**src/rtl/hbridge_coil_array_pkg.sv**
```systemverilog
// Shared drive-state encoding, default widths and the gate decoder.
// Imported by every hbridge_coil_array file.
package hbridge_coil_array_pkg;

    localparam int DEF_NUM_COILS  = 2;
    localparam int DEF_CUR_W      = 13;
    localparam int DEF_STEP       = 1;
    localparam int DEF_DECAY_FAST = 2;

    typedef enum logic [2:0] {
        DRIVE_POS,
        DRIVE_NEG,
        BRAKE,
        COAST,
        ILLEGAL
    } drive_t;

    function automatic drive_t decode_drive(
        input logic h1,
        input logic l1,
        input logic h2,
        input logic l2
    );
        logic [3:0] g;
        drive_t     d;
        g = {h1, l1, h2, l2};
        d = ILLEGAL;
        unique case (1'b1)
            (g == 4'b1001): d = DRIVE_POS;
            (g == 4'b0110): d = DRIVE_NEG;
            (g == 4'b0101): d = BRAKE;
            (g == 4'b0000): d = COAST;
            default:        d = ILLEGAL;
        endcase
        return d;
    endfunction

endpackage

```
**src/rtl/hbridge_coil_array_chan.sv**
```systemverilog
// One coil channel: current integrator, duty counter, comparator, fault.
// Fault flag built only with HBRIDGE_SHOOT_THROUGH_CHECK_EN.
module hbridge_coil_chan
    import hbridge_coil_array_pkg::*;
#(
    parameter int CUR_W      = DEF_CUR_W,
    parameter int STEP       = DEF_STEP,
    parameter int DECAY_FAST = DEF_DECAY_FAST
) (
    input  logic             clock,
    input  logic             resetn,
    input  logic             win_max,
    input  logic             high_1,
    input  logic             low_1,
    input  logic             high_2,
    input  logic             low_2,
    input  logic             polarity_invert,
    input  logic             pwm,
    input  logic             fault_clr,
    output logic [CUR_W-1:0] current,
    output logic [CUR_W-2:0] target,
    output logic             cmp,
    output logic             fault
);

    localparam int MW = CUR_W - 1;
    localparam int XW = CUR_W + 2;

    localparam logic signed [XW-1:0] LIM   = XW'((1 << MW) - 1);
    localparam logic signed [XW-1:0] STP_X = XW'(STEP);
    localparam logic signed [XW-1:0] DEC_X = XW'(DECAY_FAST);
    localparam logic signed [XW-1:0] ONE_X = XW'(1);
    localparam logic signed [XW-1:0] ZERO  = '0;

    drive_t                 drv;
    logic signed [XW-1:0]   cur_x;
    logic signed [XW-1:0]   nxt;
    logic [CUR_W-1:0]       cur_q;
    logic [MW-1:0]          tgt_q;
    logic [MW-1:0]          hc_q;
    logic [MW-1:0]          hc_nxt;
    logic [MW-1:0]          mag;
    logic                   cmp_q;

    assign drv   = decode_drive(high_1, low_1, high_2, low_2);
    assign cur_x = XW'($signed(cur_q));

    // next current: apply drive delta or decay, then clamp symmetrically
    always_comb begin
        nxt = cur_x;
        unique case (drv)
            DRIVE_POS: nxt = polarity_invert ? cur_x - STP_X : cur_x + STP_X;
            DRIVE_NEG: nxt = polarity_invert ? cur_x + STP_X : cur_x - STP_X;
            BRAKE: begin
                if (cur_x > ZERO)
                    nxt = cur_x - ONE_X;
                else if (cur_x < ZERO)
                    nxt = cur_x + ONE_X;
                else
                    nxt = ZERO;
            end
            COAST: begin
                if (cur_x > DEC_X)
                    nxt = cur_x - DEC_X;
                else if (cur_x < -DEC_X)
                    nxt = cur_x + DEC_X;
                else
                    nxt = ZERO;
            end
            default: nxt = cur_x;
        endcase
        if (nxt > LIM)
            nxt = LIM;
        else if (nxt < -LIM)
            nxt = -LIM;
    end

    // current magnitude fits MW bits since the most negative code never occurs
    always_comb begin
        mag = cur_q[CUR_W-1] ? MW'(-cur_q) : cur_q[MW-1:0];
    end

    // saturating count of pwm-high cycles, including the current cycle
    always_comb begin
        hc_nxt = hc_q;
        if (pwm && (hc_q != '1))
            hc_nxt = hc_q + MW'(1);
    end

    // integrator register
    always_ff @(posedge clock) begin
        if (!resetn)
            cur_q <= '0;
        else
            cur_q <= nxt[CUR_W-1:0];
    end

    // duty measurement: latch count at window end, then restart
    always_ff @(posedge clock) begin
        if (!resetn) begin
            hc_q  <= '0;
            tgt_q <= '0;
        end else if (win_max) begin
            hc_q  <= '0;
            tgt_q <= hc_nxt;
        end else begin
            hc_q  <= hc_nxt;
        end
    end

    // comparator on previously registered current and target
    always_ff @(posedge clock) begin
        if (!resetn)
            cmp_q <= 1'b1;
        else
            cmp_q <= (mag >= tgt_q);
    end

`ifdef HBRIDGE_SHOOT_THROUGH_CHECK_EN
    logic fault_q;

    // sticky shoot-through flag, a new hit beats a clear
    always_ff @(posedge clock) begin
        if (!resetn)
            fault_q <= 1'b0;
        else if (drv == ILLEGAL)
            fault_q <= 1'b1;
        else if (fault_clr)
            fault_q <= 1'b0;
    end

    assign fault = fault_q;
`else
    logic fault_clr_unused;
    assign fault_clr_unused = fault_clr;
    assign fault = 1'b0;
`endif

    assign current = cur_q;
    assign target  = tgt_q;
    assign cmp     = cmp_q;

endmodule

```
**src/rtl/hbridge_coil_array.sv**
```systemverilog
// H-bridge coil array: shared duty window counter plus NUM_COILS channels.
// Optional shoot-through fault flags: HBRIDGE_SHOOT_THROUGH_CHECK_EN.
module hbridge_coil_array
    import hbridge_coil_array_pkg::*;
#(
    parameter int NUM_COILS  = DEF_NUM_COILS,
    parameter int CUR_W      = DEF_CUR_W,
    parameter int STEP       = DEF_STEP,
    parameter int DECAY_FAST = DEF_DECAY_FAST
) (
    input  logic                           clock,
    input  logic                           resetn,
    input  logic [NUM_COILS-1:0]           high_1,
    input  logic [NUM_COILS-1:0]           low_1,
    input  logic [NUM_COILS-1:0]           high_2,
    input  logic [NUM_COILS-1:0]           low_2,
    input  logic [NUM_COILS-1:0]           polarity_invert,
    input  logic [NUM_COILS-1:0]           pwm,
    input  logic                           fault_clr,
    output logic [NUM_COILS*CUR_W-1:0]     current,
    output logic [NUM_COILS*(CUR_W-1)-1:0] target,
    output logic [NUM_COILS-1:0]           cmp,
    output logic [NUM_COILS-1:0]           fault
);

    localparam int MW = CUR_W - 1;

    logic [MW-1:0] win_q;
    logic          win_max;

    assign win_max = (win_q == '1);

    // free-running duty window, wraps naturally at its maximum
    always_ff @(posedge clock) begin
        if (!resetn)
            win_q <= '0;
        else
            win_q <= win_q + MW'(1);
    end

    for (genvar n = 0; n < NUM_COILS; n++) begin : g_chan
        hbridge_coil_chan #(
            .CUR_W      (CUR_W),
            .STEP       (STEP),
            .DECAY_FAST (DECAY_FAST)
        ) u_chan (
            .clock           (clock),
            .resetn          (resetn),
            .win_max         (win_max),
            .high_1          (high_1[n]),
            .low_1           (low_1[n]),
            .high_2          (high_2[n]),
            .low_2           (low_2[n]),
            .polarity_invert (polarity_invert[n]),
            .pwm             (pwm[n]),
            .fault_clr       (fault_clr),
            .current         (current[n*CUR_W +: CUR_W]),
            .target          (target[n*MW +: MW]),
            .cmp             (cmp[n]),
            .fault           (fault[n])
        );
    end

endmodule

```
**config.mk**
```make
export PLATFORM = sky130hd
export DESIGN_NAME = hbridge_coil_array
export DESIGN_NICKNAME = d
export VERILOG_FILES = /design/src/rtl/hbridge_coil_array_pkg.sv /design/src/rtl/hbridge_coil_array_chan.sv /design/src/rtl/hbridge_coil_array.sv
export SDC_FILE = /design/constraint.sdc
export NUM_CORES = 1
export LEC_CHECK = 0
export BUFFER_PORTS_ARGS = -buffer_cell sky130_fd_sc_hd__buf_2
export CORE_ASPECT_RATIO = 0.6
export CORE_UTILIZATION = 30
export DETAILED_ROUTE_END_ITERATION = 10
export GPL_TIMING_DRIVEN = 0
export PLACE_DENSITY = 0.51
export SLEW_MARGIN = 20
export SYNTH_ARGS = -nofsm -noshare
export SYNTH_HDL_FRONTEND = slang
export SYNTH_HIERARCHICAL = 1
export SYNTH_SLANG_ARGS = --single-unit
```
**constraint.sdc**
```tcl
create_clock -name clock -period 9.59 [get_ports clock]
set_input_delay 2.3975 -clock clock [delete_from_list [all_inputs] [get_ports clock]]
set_output_delay 2.3975 -clock clock [all_outputs]
set_load 0.005 [all_outputs]
```
Word-level counts from Yosys, hierarchy flattened
Index checks and enable logic that the tools add are counted.

operators by class
  equal/unequal tests = 15
  reductions and logical operators = 9
  multiplexer cells = 24
  add/sub/neg operators = 13
  magnitude comparators = 14
  bitwise operators = 1

operator list
  kind                                                  number
  two-way mux 15 bit                                    12
  case mux 15 bit (4 select lines)                      2
  two-way mux 12 bit                                    6
  adder 12 x 1 -> 12 bit, second input constant         3
  > comparator 15 x 13 -> 1 bit, second input constant  2
  < comparator 15 x 13 -> 1 bit, second input constant  2
  adder 13 x 2 -> 14 bit, second input constant         2
  adder 13 x 3 -> 14 bit, second input constant         2
  subtractor 13 x 2 -> 14 bit, second input constant    2
  subtractor 13 x 3 -> 14 bit, second input constant    2
  > comparator 13 x 1 -> 1 bit, second input constant   2
  > comparator 13 x 3 -> 1 bit, second input constant   2
  < comparator 13 x 1 -> 1 bit, second input constant   2
  < comparator 13 x 2 -> 1 bit, second input constant   2
  two-way mux 13 bit                                    2
  greater-or-equal comparator 12 bit                    2
  != test 12 bit, second input constant                 2
  negation 12 bit                                       2
  case mux 3 bit (4 select lines)                       2
  == test 4 x 3 -> 1 bit, second input constant         4
  == test 12 bit, second input constant                 1
  == test 3 x 2 -> 1 bit, second input constant         4
  == test 4 bit, second input constant                  2
  logical NOT 4 bit                                     2
  5 further kinds                                       10

word-level totals
  word-level logic and storage cells = 87
  output and inout bits = 54
  input bits = 15
  bits in registers = 88

Depth between registers and ports, before layout
  depth after elaboration = 7
  depth in mapped cells = 14
  depth with buffers taken out = 13

By module
Netlist, hierarchy kept.

by module, submodules not included
  module              cells an instance  area an instance (um2)  times used
  hbridge_coil_chan   500                3,727.3                 2
  hbridge_coil_array  57                 511.7                   1

Least setup slack after synthesis
No wires, ideal clock.

  path type = input -> register
  start = in low_2[0]
  end = reg g_chan[0].u_chan.cur_q[0]
  data required time = 9.502 ns
  slack = 5.042 ns
  arrival time = 4.460 ns
  stages on the path = 8
  cells stage by stage = or4_1 > clkbuf_1 > a41o_1 > o32ai_1 > a221oi_1 > a2111oi_4 > nor2_1 > a311oi_2

between the ends
  longest elaborated chain between the ends = 7
  elaborated cells on any way between the ends = 14
  those cells by class = 2 x order compare; 6 x eq/ne; 4 x mux; 2 x reduce/logical

RTL lines
  item                                            line                           source
  from (decl)                                     hbridge_coil_array.sv:16       input logic [NUM_COILS-1:0] low_2,
  == test 4 x 3 -> 1 bit (tied with other cells)  hbridge_coil_array_pkg.sv:31   (g == 4'b0101): d = BRAKE;
  case mux 3 bit (4 select lines) (*)             hbridge_coil_array_pkg.sv:28   unique case (1'b1)
  == test 3 x 2 -> 1 bit (tied with other cells)  hbridge_coil_array_chan.sv:51  unique case (drv)
  case mux 15 bit (4 select lines) (*)            hbridge_coil_array_chan.sv:51
  < comparator 15 x 13 -> 1 bit                   hbridge_coil_array_chan.sv:74  else if (nxt < -LIM)
  two-way mux 13 bit                              hbridge_coil_array_chan.sv:74
  two-way mux 12 bit (*)                          hbridge_coil_array_chan.sv:72  if (nxt > LIM)
  to (signal assigned)                            hbridge_coil_array_chan.sv:95  cur_q <= nxt[CUR_W-1:0];
  to (decl)                                       hbridge_coil_array_chan.sv:38  logic [CUR_W-1:0] cur_q;

Every way passes the cells marked *; elsewhere a longest branch is shown, timed or not.
A chain may end at the register's enable or synchronous reset.

Worst setup path in the final report
  start = in low_2[1]
  end = reg g_chan[1].u_chan.cur_q[0]

between the ends
  longest elaborated chain between the ends = 7
  elaborated cells on any way between the ends = 14
  those cells by class = 2 x order compare; 6 x eq/ne; 4 x mux; 2 x reduce/logical

RTL lines
  item                                            line
  == test 4 x 3 -> 1 bit (tied with other cells)  hbridge_coil_array_pkg.sv:31
  case mux 3 bit (4 select lines) (*)             hbridge_coil_array_pkg.sv:28
  == test 3 x 2 -> 1 bit (tied with other cells)  hbridge_coil_array_chan.sv:51
  case mux 15 bit (4 select lines) (*)            hbridge_coil_array_chan.sv:51
  < comparator 15 x 13 -> 1 bit                   hbridge_coil_array_chan.sv:74
  two-way mux 13 bit                              hbridge_coil_array_chan.sv:74
  two-way mux 12 bit (*)                          hbridge_coil_array_chan.sv:72
  to (signal assigned)                            hbridge_coil_array_chan.sv:95
  to (decl)                                       hbridge_coil_array_chan.sv:38

Marks and branches as above.

==> impl_metrics.toml <==
[status]
outcome = "finished, final reports clean"

[synth]
postSynth.asyncResetShare_pct = 0
synth.cell_area_um2 = 7966
avgSynthCellArea_um2 = 7.537
ys_ff_latch = 88
synth_edf_count = 0
syn_nets = 1117
ys.warnings.count = 6
netlist_instances = 1057
ys.flop_type = "dfxtp_1"
ys_types = 70
ys_seq_area_share_pct = 22.11

[grt]
grt_antenna_before_repair = 4
overflow = 0
grt_start_max_net_pins = 18
grt_pass1_vias = 7596
grt_pass1_wl_um = 46060
track_usage_pct = 22.47

[sta]
period_share_pct = 57.42
fmax_mhz = 181.6
fin_setup_tns_ns = 0
max_slew_margin_pct = 25.04
skew_ns = 0.01221
worstMarginPinSlew_ns = 1.124
hold_viol_final = 0
rsz0062_at_grt = "no"
finalSetupViolCount = 0
post-route-min-period_ns = 5.506
slew_violations = 0

[setup_path]
cp-start-kind = "input port"
worstPathBufferInverterCount = 3
required_ns = 9.87
critical_path_class = "in -> reg"
critPathArrivalTime_ns = 5.79
crit_fanout = 10
path_common_cell = "clkbuf_1"
path_delay_family = "simple AND/OR/NAND/NOR gates"
cp.depth = 10
cpMaxStageDelayCell = "nor3_1"
cp_cell_sequence = "buf_2 > or4_1 > clkbuf_1 > nand2_1 > clkbuf_1 > o22ai_1 > or3_1 > nor3_1 > nand4_1 > a311oi_2"
ff2ff_path_depth = 12
critPathMaxStageDelay_ns = 0.67
critPathCaptureType = "register"

[power_and_ir_drop]
power.leakage_nw = 3.309
switching_share_pct = 55.49
p_sw_mw = 1.779
power_density_nw_per_um2 = 354.3
seq_power_share_pct = 16.0
p_clk_share_pct = 12.0
internal-power_mw = 1.427
combPwrFrac_pct = 72.0
peakVddDrop_mv = 0.1199

[place]
port_buffers = 63
gp_congestion = 0.9974
dpl.hpwl_um = 23730

[cts]
cts.sinks = 88
cts_resized = 0
cts_root_buffer = "clkbuf_16"
clk_pin_slew_ns = 0.07
cts_buffer_depth = 2
htreeDepth = 3
cts_buffers = 9
cts_tree = "done"
cts_hold_buf = 0
clk_latency_ns = 0.38
post-cts-setup-buffers = 0

[floorplanning]
ioPinCount = 69
num_rows = 45
dieHeight_um = 128.2
fp.dieW_um = 212.4
core_um2 = 25670
dieArea_um2 = 27230
initial_core_util_pct = 31.03

[layout]
layout_commonest_cell = "nor2_1"
final_layout_size_suffix_gt1_share_pct = 12.58
finalNetCount = 1192
fin_util_pct = 35.24
final_cell_mix = "nor2_1, nand2_1, dfxtp_1"
ff_latch_area_um2 = 1762
area_growth_pct = 13.59
multi_input_area_um2 = 5705
fill_cells = 2768

[hold_path]
whs_path_depth = 1
hold_path_class = "reg -> reg"

[routing]
first_pass_iters = 6
viasPerCell = 5.735
wl_per_cell_um = 20.39
wl_um = 30440
drtIter0Drc = 1074
final_antenna_net_count = 0
vias = 8563
post-route-drc-count = 0

[run]
drv_cap = 0
-- cell usage after synthesis (all sizes together), types with 6 or more instances --
| cell | number | share of area (%) |
|---|---|---|
| and3 | 8 | 0.63 |
| clkbuf | 41 | 1.9 |
| ha | 45 | 7.1 |
| buf | 29 | 1.9 |
| a221oi | 10 | 1.1 |
| a31oi | 10 | 0.79 |
| a211oi | 30 | 2.8 |
| nor3 | 28 | 1.9 |
| nand4 | 22 | 1.8 |
| o31ai | 10 | 1.3 |
| nor4 | 21 | 2.9 |
| mux2i | 12 | 1.6 |
| o21ai | 51 | 3.2 |
| dfxtp | 88 | 22 |
| inv | 49 | 2.3 |
| a21o | 12 | 1.1 |
| a41oi | 8 | 1.4 |
| nor2 | 128 | 6.0 |
| o22ai | 14 | 1.1 |
| nand2 | 110 | 5.2 |
| and2 | 11 | 0.86 |
| or4 | 10 | 0.94 |
| xnor2 | 61 | 6.7 |
| o221ai | 6 | 0.66 |
| nand3 | 45 | 2.8 |
| xor2 | 30 | 3.3 |
| o31a | 6 | 0.66 |
| or3 | 13 | 1.0 |
| o21a | 10 | 0.94 |
| a221o | 8 | 1.0 |
| mux2 | 10 | 1.4 |
| nor4bb | 6 | 0.75 |
| a21boi | 6 | 0.57 |
| a21oi | 45 | 2.8 |
-- stage by stage --
| step | hold WS, ns | power, mW | instance area [um2] | std cells | worst slack [ns] |
|---|---|---|---|---|---|
| finish | 0.4542 | 3.206 | 9049 | 1493 | 4.084 |
| global route | 0.4680 | 3.394 | 9046 | 1492 | 4.092 |
| CTS | 0.4596 | 3.099 | 9034 | 1488 | 4.325 |
| detailed placement | 0.4472 | 2.695 | 8722 | 1472 | 3.941 |
| global placement | 0.4341 | 2.720 | 8722 | 1472 | 3.898 |
| floorplan | 0.4176 | 2.053 | 7966 | 1057 | 5.042 |
-- per-layer routing --
metal | GRT usage [%] | vias up | wire (um)
met4 | 5.163 | 0 | 415
met5 | 0 | - | 0
met2 | 25.91 | 480 | 10520
met1 | 35.51 | 4038 | 15330
met3 | 9.677 | 34 | 4178
li1 | - | 4011 | -
-- kinds of logic after synthesis --
logic type | Yosys count | share of synthesized area [%]
xor+xnor | 91 | 10.00
other cells | 2 | 0.09427
compound gates | 266 | 24.66
mux | 22 | 3.016
flops | 88 | 22.11
simple gates | 422 | 26.78
fa+ha+maj | 45 | 7.068
buf+inv | 121 | 6.267
-- power groups by stage --
stage | clock network, mW | logic, mW | registers (mW)
floorplan | 0 | 1.56 | 0.492
finish | 0.385 | 2.31 | 0.514
CTS | 0.398 | 2.19 | 0.510
detailed placement | 0 | 2.18 | 0.517
global route | 0.413 | 2.46 | 0.520
global placement | 0 | 2.20 | 0.518
-- worst paths after layout --
path	startpoint	end	slack (ns)
hold / removal	win_q[0]	win_q[0]	0.45
hold reg to reg	win_q[0]	win_q[0]	0.45
setup / recovery	low_2[1]	g_chan[1].u_chan/current[0]	4.08
setup reg to reg	g_chan[1].u_chan/current[0]	g_chan[1].u_chan/current[8]	4.39
-- worst register-to-register path, delay by kind of cell (launching register included) --
| family | cells | cell delay [ns] |
|---|---|---|
| fa+ha+maj | 1 | 0.33 |
| compound gates | 4 | 1.66 |
| buf+inv | 3 | 1.16 |
| flops | 1 | 0.36 |
| simple gates | 4 | 1.60 |
-- area by class of cell --
cell class | instances | area share, %
multi-input cells | 848 | 63.05
plain buffers | 70 | 3.402
flip-flops and latches | 88 | 19.47
repair buffers | 64 | 3.540
clock inverters | 7 | 0.9541
well taps | 352 | 4.867
inverters | 51 | 2.116
clock buffers | 9 | 2.489
diodes | 4 | 0.1106
-- registers in the layout, indices dropped and copies added (netlist names) --
| signal | cells |
|---|---|
| g_chan.u_chan/current | 26 |
| g_chan.u_chan/hc_q | 24 |
| g_chan.u_chan/target | 24 |
| win_q | 12 |
| g_chan.u_chan/cmp | 2 |
No activity file was read; power rests on OpenSTA's default activity.
